File: src/rtl/tone_pkg.sv
// rtl/tone_pkg.sv - note codes, base-frequency tables and half-period helper; TONE_SHARP_EN selects the 12-note table
package tone_pkg;

`ifdef TONE_SHARP_EN
    localparam int NOTE_W    = 4;
    localparam int NUM_NOTES = 12;
    localparam logic [NOTE_W-1:0] NOTE_A    = 4'd0;
    localparam logic [NOTE_W-1:0] NOTE_AS   = 4'd1;
    localparam logic [NOTE_W-1:0] NOTE_B    = 4'd2;
    localparam logic [NOTE_W-1:0] NOTE_C    = 4'd3;
    localparam logic [NOTE_W-1:0] NOTE_CS   = 4'd4;
    localparam logic [NOTE_W-1:0] NOTE_D    = 4'd5;
    localparam logic [NOTE_W-1:0] NOTE_DS   = 4'd6;
    localparam logic [NOTE_W-1:0] NOTE_E    = 4'd7;
    localparam logic [NOTE_W-1:0] NOTE_F    = 4'd8;
    localparam logic [NOTE_W-1:0] NOTE_FS   = 4'd9;
    localparam logic [NOTE_W-1:0] NOTE_G    = 4'd10;
    localparam logic [NOTE_W-1:0] NOTE_GS   = 4'd11;
    localparam logic [NOTE_W-1:0] NOTE_REST = 4'd12;
`else
    localparam int NOTE_W    = 3;
    localparam int NUM_NOTES = 7;
    localparam logic [NOTE_W-1:0] NOTE_A    = 3'd0;
    localparam logic [NOTE_W-1:0] NOTE_B    = 3'd1;
    localparam logic [NOTE_W-1:0] NOTE_C    = 3'd2;
    localparam logic [NOTE_W-1:0] NOTE_D    = 3'd3;
    localparam logic [NOTE_W-1:0] NOTE_E    = 3'd4;
    localparam logic [NOTE_W-1:0] NOTE_F    = 3'd5;
    localparam logic [NOTE_W-1:0] NOTE_G    = 3'd6;
    localparam logic [NOTE_W-1:0] NOTE_REST = 3'd7;
`endif

    localparam int OCT_W = 2;

    localparam int BASE_FREQ7  [7]  = '{220, 247, 261, 294, 330, 349, 392};
    localparam int BASE_FREQ12 [12] = '{220, 233, 247, 261, 277, 294, 311, 330, 349, 370, 392, 415};

    typedef enum logic {
        VOICE_IDLE = 1'b0,
        VOICE_RUN  = 1'b1
    } voice_state_e;

    function automatic logic is_rest(input logic [NOTE_W-1:0] code);
        return int'(code) >= NUM_NOTES;
    endfunction

    function automatic int note_freq(input logic [NOTE_W-1:0] code);
        if (is_rest(code)) return 0;
`ifdef TONE_SHARP_EN
        return BASE_FREQ12[code];
`else
        return BASE_FREQ7[code];
`endif
    endfunction

    function automatic int half_period(input int clk_hz, input int freq, input int oct);
        if (freq == 0) return 0;
        return clk_hz / (2 * (freq << oct));
    endfunction

endpackage

File: src/rtl/tone_voice.sv
// rtl/tone_voice.sv - one square-wave voice: pending request register, IDLE/RUN FSM and half-period counter (note width follows TONE_SHARP_EN)
module tone_voice
    import tone_pkg::*;
#(
    parameter int CLK_HZ = 25000000,
    parameter int CNT_W  = 20
) (
    input  logic              clk,
    input  logic              reset,
    input  logic [NOTE_W-1:0] note,
    input  logic [OCT_W-1:0]  octave,
    input  logic              gate,
    output logic              wave,
    output logic              busy
);

    localparam int TAB_N = 2 ** (NOTE_W + OCT_W);

    // Reload constants indexed by {note, octave}; rest codes map to zero and are never loaded.
    logic [CNT_W-1:0] reload_tab [TAB_N];
    for (genvar i = 0; i < TAB_N; i++) begin : g_tab
        localparam int HALF = half_period(CLK_HZ, note_freq(NOTE_W'(i >> OCT_W)), i % 4);
        assign reload_tab[i] = (HALF > 0) ? CNT_W'(HALF - 1) : '0;
    end

    voice_state_e      state_q, state_d;
    logic [CNT_W-1:0]  cnt_q, cnt_d;
    logic              wave_q, wave_d;
    logic [NOTE_W-1:0] pend_note_q, pend_note_d;
    logic [OCT_W-1:0]  pend_oct_q, pend_oct_d;
    logic              pend_gate_q, pend_gate_d;
    logic              pend_go;
    logic [CNT_W-1:0]  reload;

    always_comb begin
        pend_note_d = note;
        pend_oct_d  = octave;
        pend_gate_d = gate;
        pend_go     = pend_gate_q && !is_rest(pend_note_q);
        reload      = reload_tab[{pend_note_q, pend_oct_q}];
        state_d     = state_q;
        cnt_d       = cnt_q;
        wave_d      = wave_q;
        case (state_q)
            VOICE_IDLE: begin
                wave_d = 1'b0;
                cnt_d  = '0;
                if (pend_go) begin
                    state_d = VOICE_RUN;
                    cnt_d   = reload;
                end
            end
            VOICE_RUN: begin
                if (cnt_q != '0) begin
                    cnt_d = cnt_q - CNT_W'(1);
                end else if (pend_go) begin
                    wave_d = ~wave_q;
                    cnt_d  = reload;
                end else begin
                    // Stopping always lands low: a high half finishes, a low half just ends.
                    wave_d  = 1'b0;
                    cnt_d   = '0;
                    state_d = VOICE_IDLE;
                end
            end
            default: state_d = VOICE_IDLE;
        endcase
    end

    always_ff @(posedge clk) begin
        if (reset) begin
            state_q     <= VOICE_IDLE;
            cnt_q       <= '0;
            wave_q      <= 1'b0;
            pend_note_q <= '0;
            pend_oct_q  <= '0;
            pend_gate_q <= 1'b0;
        end else begin
            state_q     <= state_d;
            cnt_q       <= cnt_d;
            wave_q      <= wave_d;
            pend_note_q <= pend_note_d;
            pend_oct_q  <= pend_oct_d;
            pend_gate_q <= pend_gate_d;
        end
    end

    assign wave = wave_q;
    assign busy = (state_q == VOICE_RUN);

endmodule

File: src/rtl/tone_gen_poly.sv
// rtl/tone_gen_poly.sv - VOICES independent square-wave tones with registered mix count (TONE_SHARP_EN widens note codes)
module tone_gen_poly
    import tone_pkg::*;
#(
    parameter int CLK_HZ = 25000000,
    parameter int VOICES = 4,
    parameter int CNT_W  = 20,
    parameter int MIX_W  = $clog2(VOICES + 1)
) (
    input  logic                     clk,
    input  logic                     reset,
    input  logic [NOTE_W*VOICES-1:0] note,
    input  logic [2*VOICES-1:0]      octave,
    input  logic [VOICES-1:0]        gate,
    output logic [VOICES-1:0]        wave,
    output logic [MIX_W-1:0]         mix,
    output logic [VOICES-1:0]        busy
);

    for (genvar v = 0; v < VOICES; v++) begin : g_voice
        tone_voice #(
            .CLK_HZ (CLK_HZ),
            .CNT_W  (CNT_W)
        ) u_voice (
            .clk    (clk),
            .reset  (reset),
            .note   (note[NOTE_W*v +: NOTE_W]),
            .octave (octave[2*v +: 2]),
            .gate   (gate[v]),
            .wave   (wave[v]),
            .busy   (busy[v])
        );
    end

    logic [MIX_W-1:0] mix_q, mix_d;

    always_comb begin
        mix_d = '0;
        for (int v = 0; v < VOICES; v++) begin
            mix_d = mix_d + MIX_W'(wave[v]);
        end
    end

    always_ff @(posedge clk) begin
        if (reset) begin
            mix_q <= '0;
        end else begin
            mix_q <= mix_d;
        end
    end

    assign mix = mix_q;

endmodule

File: config.mk
export PLATFORM = sky130hd
export DESIGN_NAME = tone_gen_poly
export DESIGN_NICKNAME = d
export VERILOG_FILES = /design/src/rtl/tone_pkg.sv /design/src/rtl/tone_voice.sv /design/src/rtl/tone_gen_poly.sv
export SDC_FILE = /design/constraint.sdc
export NUM_CORES = 1
export LEC_CHECK = 0
export CORE_ASPECT_RATIO = 0.8
export CORE_MARGIN = 4
export CORE_UTILIZATION = 40
export CTS_CLUSTER_SIZE = 24
export DETAILED_ROUTE_END_ITERATION = 10
export RECOVER_POWER = 25
export SETUP_SLACK_MARGIN = 0.05
export SLEW_MARGIN = 0
export SYNTH_ARGS = -nofsm -noshare
export SYNTH_HDL_FRONTEND = slang
export SYNTH_SLANG_ARGS = --single-unit
File: constraint.sdc
create_clock -name clk -period 3 [get_ports clk]
set_clock_uncertainty 0.2 [all_clocks]
set_input_delay 0.9 -clock clk [delete_from_list [all_inputs] [get_ports clk]]
set_output_delay 0.9 -clock clk [all_outputs]
set_load 0.05 [all_outputs]
==> results of run 1 <==
cells in the final DEF, fill, tap and decap left out, types with 6 or more instances in the layout:
| cell | n |
|---|---|
| a211oi_1 | 27 |
| a21oi_1 | 89 |
| a22oi_1 | 7 |
| a31oi_1 | 13 |
| buf_4 | 36 |
| clkbuf_16 | 17 |
| clkdlybuf4s50_1 | 33 |
| clkinv_2 | 7 |
| dfxtp_1 | 115 |
| ha_1 | 38 |
| inv_1 | 43 |
| mux2i_1 | 14 |
| mux4_2 | 7 |
| nand2_1 | 81 |
| nand2b_1 | 19 |
| nand3_1 | 26 |
| nand4_1 | 9 |
| nor2_1 | 84 |
| nor2b_1 | 50 |
| nor3_1 | 28 |
| nor4_1 | 22 |
| o2111ai_1 | 7 |
| o211ai_1 | 12 |
| o21ai_0 | 38 |
| o221ai_1 | 16 |
| o22ai_1 | 21 |
| o311ai_0 | 7 |
| o31ai_1 | 6 |
| or3_1 | 15 |
| or4_1 | 15 |
| xnor2_1 | 37 |
| xor2_1 | 34 |
cell type report:
type                            count  area share, %
Clock buffer                       21           5.17
Clock inverter                     10          0.633
Inverter                           44           1.78
Multi-Input combinational cell    800           57.2
Sequential cell                   115           24.8
Tap cell                          264           3.56
Timing Repair Buffer               76           6.88
through the flow:
step / instance area (µm²) / instances
floorplan: 8110 / 1038
global placement: 8770 / 1299
detailed placement: 8770 / 1299
CTS: 9310 / 1330
global route: 9290 / 1330
finish: 9290 / 1330
registers in the layout (all words and copies together) (netlist names):
name and flops:
g_voice.u_voice.busy 4, g_voice.u_voice.pend_gate_q 4, mix 3, g_voice.u_voice.pend_oct_q 8, g_voice.u_voice.pend_note_q 12, g_voice.u_voice.wave 4
g_voice.u_voice.cnt_q 80
final timing paths:
kind                                   to  slack (ns)
max                               wave[0]        0.16
max reg2reg   g_voice[3].u_voice.cnt_q[8]        0.20
min reg2reg  g_voice[1].u_voice.cnt_q[19]        0.31
min          g_voice[1].u_voice.cnt_q[19]        0.31
power by group through the flow:
stage	Sequential, µW	Clock, µW	Combinational (µW)
after detailed placement	1850	0	1650
after CTS	1820	1880	1670
after floorplan	1800	0	1300
after global routing	1850	1950	1860
final	1830	1830	1670
after global placement	1850	0	1650
routing by layer:
layer | up-vias | track usage, % | part of all wire (%)
met4 | 0 | 6.44 | 1.8
li1 | 3813 | - | -
met3 | 28 | 4.17 | 5.3
met1 | 3538 | 26.9 | 49
met2 | 221 | 28.3 | 43
met5 | - | 0 | 0
cells by family (layout without fill, tap and decap cells):
kind of cell / Yosys count / in the layout / synth area share [%]
simple gates: 377 / 377 / 23.8
compound gates: 289 / 289 / 23.8
buf+inv: 123 / 151 / 6.09
flops: 115 / 115 / 28.4
xor+xnor: 71 / 71 / 7.67
fa+ha+maj: 39 / 39 / 6.11
mux: 24 / 24 / 4.09
==> impl_metrics.yaml, run 1 <==
run_status:
  outcome: "finished, final reports clean"
drt:
  drcViolationCount: 0
  avgRoutedWirePerCell_um: 16.1
  antenna_left: 0
  firstDrtPassIters: 5
  drt_first_iter_violations: 626
  viasPerCell: 5.71
  wl_um: 21400
  vias: 7600
finish:
  layout-drive-gt1-share_pct: 8.35
  multi_input_area_mm2: 0.00532
  syn_to_final_growth_pct: 14.5
  filler_cell_count: 1988
  finalNetCount: 1119
  final_util_pct: 46.8
  insertedDiodeCount: 0
  regArea_mm2: 0.00230
global_routing:
  grt_first_pass_wirelength_um: 35500
  grt_antenna_before_repair: 0
  grt_pass1_vias: 6980
  grt_max_degree: 42
  gr-usage-all-layers_pct: 18.9
  gr-total-overflow: 0
worst_hold_path:
  hold_start: "g_voice[1].u_voice.cnt_q[19]"
  whs_path_depth: 2
  hold_class: "flip-flop to flip-flop"
synthesis:
  ys_top_cells_by_area: "dfxtp_1, ha_1, a21oi_1, xnor2_1, nor2_1"
  ys.flop_type: "dfxtp_1"
  ys_seq_area_share_pct: 28.4
  syn_avg_cell_area_um2: 7.81
  synthDistinctLibCells: 74
  yosysMostFrequentCell: "dfxtp_1"
  synth_edf_count: 0
  netlist_area_mm2: 0.00811
  yosysWarnings: 0
  synth_common_cells: "dfxtp_1, a21oi_1, nor2_1"
  yosysTopAreaCell: "dfxtp_1"
  yosys_register_bits: 115
  synth_fp_nets: 1103
  syn_inst: 1038
  async_flop_share_pct: 0
  yosysTopAreaCellShare_pct: 28.4
pwr:
  p_clk_share_pct: 34.4
  ir_drop_mv: 0.343
  seq_power_share_pct: 34.3
  powerDensity_mw_per_mm2: 574
  internal_power_uw: 3510
  power_uw: 5330
  leakage_uw: 0.00349
  swShare_pct: 34.1
  p_comb_share_pct: 31.3
  p_sw_uw: 1820
critical_path:
  crit_chain: "clkdlybuf4s50_1"
  worstSetupPathType: "flip-flop to output pin"
  critPathMaxFanout: 4
  reg2regPathDepth: 8
  cp_slowest_cell: "clkdlybuf4s50_1"
  crit_path_max_incr_delay_ns: 0.86
  arrival_ns: 1.74
  worstReg2RegStart: "g_voice[3].u_voice.cnt_q[0]"
  path_buf_inv: 1
  crit_family: "buffers and inverters"
  worstSetupStartpointType: "flip-flop"
  critPathLaunch: "g_voice[0].u_voice.wave"
  crit_cells: 1
  worst_ep_required_time_ns: 1.90
  crit_path_end_kind: "output pin"
clock_network:
  clockBufferDepth: 2
  cts_tree: "yes"
  clk_latency_ns: 0.42
  cts.clk_slew.worst_paths_ns: 0.05
  cts_setup_buffers: 0
  numCtsBuffers: 17
  cts_hold_buf: 0
  htreeDepth: 4
  cts-root-buf: "clkbuf_16"
  cts_resized: 0
  clock_sinks: 115
flow_run:
  cap_viol_max_count: 0
die:
  core-area_mm2: 0.0199
  die-width_um: 167
  initial_utilization_pct: 40.9
  die-height_um: 135
  io_pins: 37
  rows: 46
  dieArea_mm2: 0.0226
sta:
  fmax_ghz: 0.353
  worst_slack_ns: 0.164
  hold_violations: 0
  drv_slew: 0
  rsz0062_at_grt: "false"
  fin_crit_ns: 2.84
  worst_pin_slew_ns: 1.32
  finalCritPeriodShare_pct: 94.5
  setup_viol: 0
  final.setup.tns_ns: 0
  holdWs_ns: 0.315
  relSlewSlack_pct: 12.1
place:
  port_buffers: 36
  dp_hpwl_um: 15400
  place_ws_ns: 0.301
  gp_congestion: 0.938
Note: power is estimated with default switching activity, not from simulation.
==> run 2, diff against run 1 <==
CORE_UTILIZATION = 62   (was 40)
PLACE_DENSITY = 0.81   (was default)
==> impl_metrics.yaml, run 2 (synthesized netlist as in run 1, its figures left out) <==
run_status:
  outcome: "finished, final reports clean"
global_routing:
  gr-total-overflow: 0
  gr-usage-all-layers_pct: 28.5
  grt_antenna_before_repair: 0
  grt_first_pass_wirelength_um: 34700
  grt_pass1_vias: 7119
  grt_max_degree: 42
flow_run:
  cap_viol_max_count: 0
critical_path:
  critPathMaxFanout: 5
  worst_ep_required_time_ns: 1.90
  crit_chain: "clkdlybuf4s50_1"
  crit_cells: 1
  crit_family: "buffers and inverters"
  path_buf_inv: 1
  cp_slowest_cell: "clkdlybuf4s50_1"
  worstSetupStartpointType: "flip-flop"
  crit_path_max_incr_delay_ns: 0.89
  arrival_ns: 1.74
  worstSetupPathType: "flip-flop to output pin"
  reg2regPathDepth: 8
  crit_path_end_kind: "output pin"
sta:
  relSlewSlack_pct: 25.5
  finalCritPeriodShare_pct: 94.8
  worst_pin_slew_ns: 1.12
  drv_slew: 0
  holdWs_ns: 0.303
  rsz0062_at_grt: "false"
  setup_viol: 0
  hold_violations: 0
  worst_slack_ns: 0.156
  final.setup.tns_ns: 0
  fmax_ghz: 0.352
  fin_crit_ns: 2.84
drt:
  drt_first_iter_violations: 944
  drcViolationCount: 0
  wl_um: 20800
  vias: 7697
  avgRoutedWirePerCell_um: 16.8
  antenna_left: 0
  firstDrtPassIters: 6
  viasPerCell: 6.23
finish:
  regArea_mm2: 0.00230
  final_cells: 1235
  top_regs: "g_voice.u_voice.cnt_q (80), g_voice.u_voice.pend_note_q (12), g_voice.u_voice.pend_oct_q (8)"
  most-common-layout-cells: "dfxtp_1, a21oi_1, nor2_1"
  layout-drive-gt1-share_pct: 7.83
  largest_register: "g_voice.u_voice.cnt_q"
  filler_cell_count: 1014
  finalNetCount: 1112
  mostFrequentLayoutCell: "dfxtp_1"
  syn_to_final_growth_pct: 14.1
  multi_input_area_mm2: 0.00533
  insertedDiodeCount: 0
  largest_reg_flops: 80
die:
  die-width_um: 136
  core-area_mm2: 0.0128
  initial_utilization_pct: 63.3
  dieArea_mm2: 0.0150
  rows: 37
  die-height_um: 110
  io_pins: 37
place:
  port_buffers: 36
  post-place-cells: 1201
  gp_congestion: 0.947
  dp_hpwl_um: 14400
  place_ws_ns: 0.159
worst_hold_path:
  whs_path_depth: 2
  hold_class: "flip-flop to flip-flop"
clock_network:
  cts-root-buf: "clkbuf_16"
  clk_latency_ns: 0.41
  htreeDepth: 4
  clockBufferDepth: 2
  cts_tree: "yes"
  cts.clk_slew.worst_paths_ns: 0.05
  clock_sinks: 115
  numCtsBuffers: 17
pwr:
  leakage_uw: 0.00351
  internal_power_uw: 3930
  p_sw_uw: 1850
  seq_power_share_pct: 31.8
  swShare_pct: 32.0
  p_clk_share_pct: 39.3
  powerDensity_mw_per_mm2: 625
  p_comb_share_pct: 28.9
  ir_drop_mv: 0.513
run 2: area by class of cell:
class                   instances  share of cell area (%)
repair buffers                 69                    6.40
multi-input cells             800                    57.6
inverters                      44                    1.79
clock inverters                11                    2.25
well taps                     175                    2.37
clock buffers                  21                    4.76
flip-flops and latches        115                    24.9
run 2: stage by stage:
stage	power, µW	util [%]	area [µm²]
detailed placement	3460	67.0	8590
CTS	5760	72.0	9240
global route	6080	72.1	9250
finish	5790	72.1	9250
global placement	3440	67.0	8590
floorplan	3100	-	8110
run 2: worst reg2reg max path: cells and delay by family (launching register included):
| kind | cells | cell delay (ns) |
|---|---|---|
| AOI/OAI and AO/OA | 2 | 0.57 |
| adders and majority gates | 1 | 0.24 |
| buffers and inverters | 2 | 0.27 |
| DFF | 1 | 0.33 |
| and+or+nand+nor | 3 | 1.14 |
run 2: final timing paths:
path / from / slack, ns / endpoint
hold reg to reg: g_voice[3].u_voice.wave / 0.30 / g_voice[3].u_voice.wave
hold / removal: g_voice[3].u_voice.wave / 0.30 / g_voice[3].u_voice.wave
setup reg to reg: g_voice[3].u_voice.cnt_q[0] / 0.16 / g_voice[3].u_voice.cnt_q[13]
setup / recovery: g_voice[3].u_voice.busy / 0.16 / busy[3]
run 2: timing repair:
item | CTS | global route
endpoints found under the setup margin | 0 | 18
buffers inserted | 0 | 2
endpoints found under the hold margin | 0 | 0
gates resized for setup | 0 | 2
hold buffers | 0 | 0
run 2: power by group through the flow:
| stage | Clock (µW) | Combinational (µW) | Sequential, µW |
|---|---|---|---|
| 3_3_place_gp | 0 | 1590 | 1860 |
| 4_1_cts | 2290 | 1640 | 1830 |
| 6_report | 2270 | 1670 | 1840 |
| 2_1_floorplan | 0 | 1300 | 1800 |
| 5_1_grt | 2360 | 1850 | 1860 |
| 3_5_place_dp | 0 | 1600 | 1860 |
run 2: routing by layer:
layer / vias up / GRT usage (%) / part of all wire (%) / wire [µm]
li1: 3800 / - / - / -
met1: 3560 / 39.4 / 46 / 9560
met2: 313 / 45.6 / 45 / 9460
met3: 24 / 6.94 / 7.5 / 1560
met4: 0 / 5.90 / 1.0 / 212
met5: - / 0 / 0 / 0
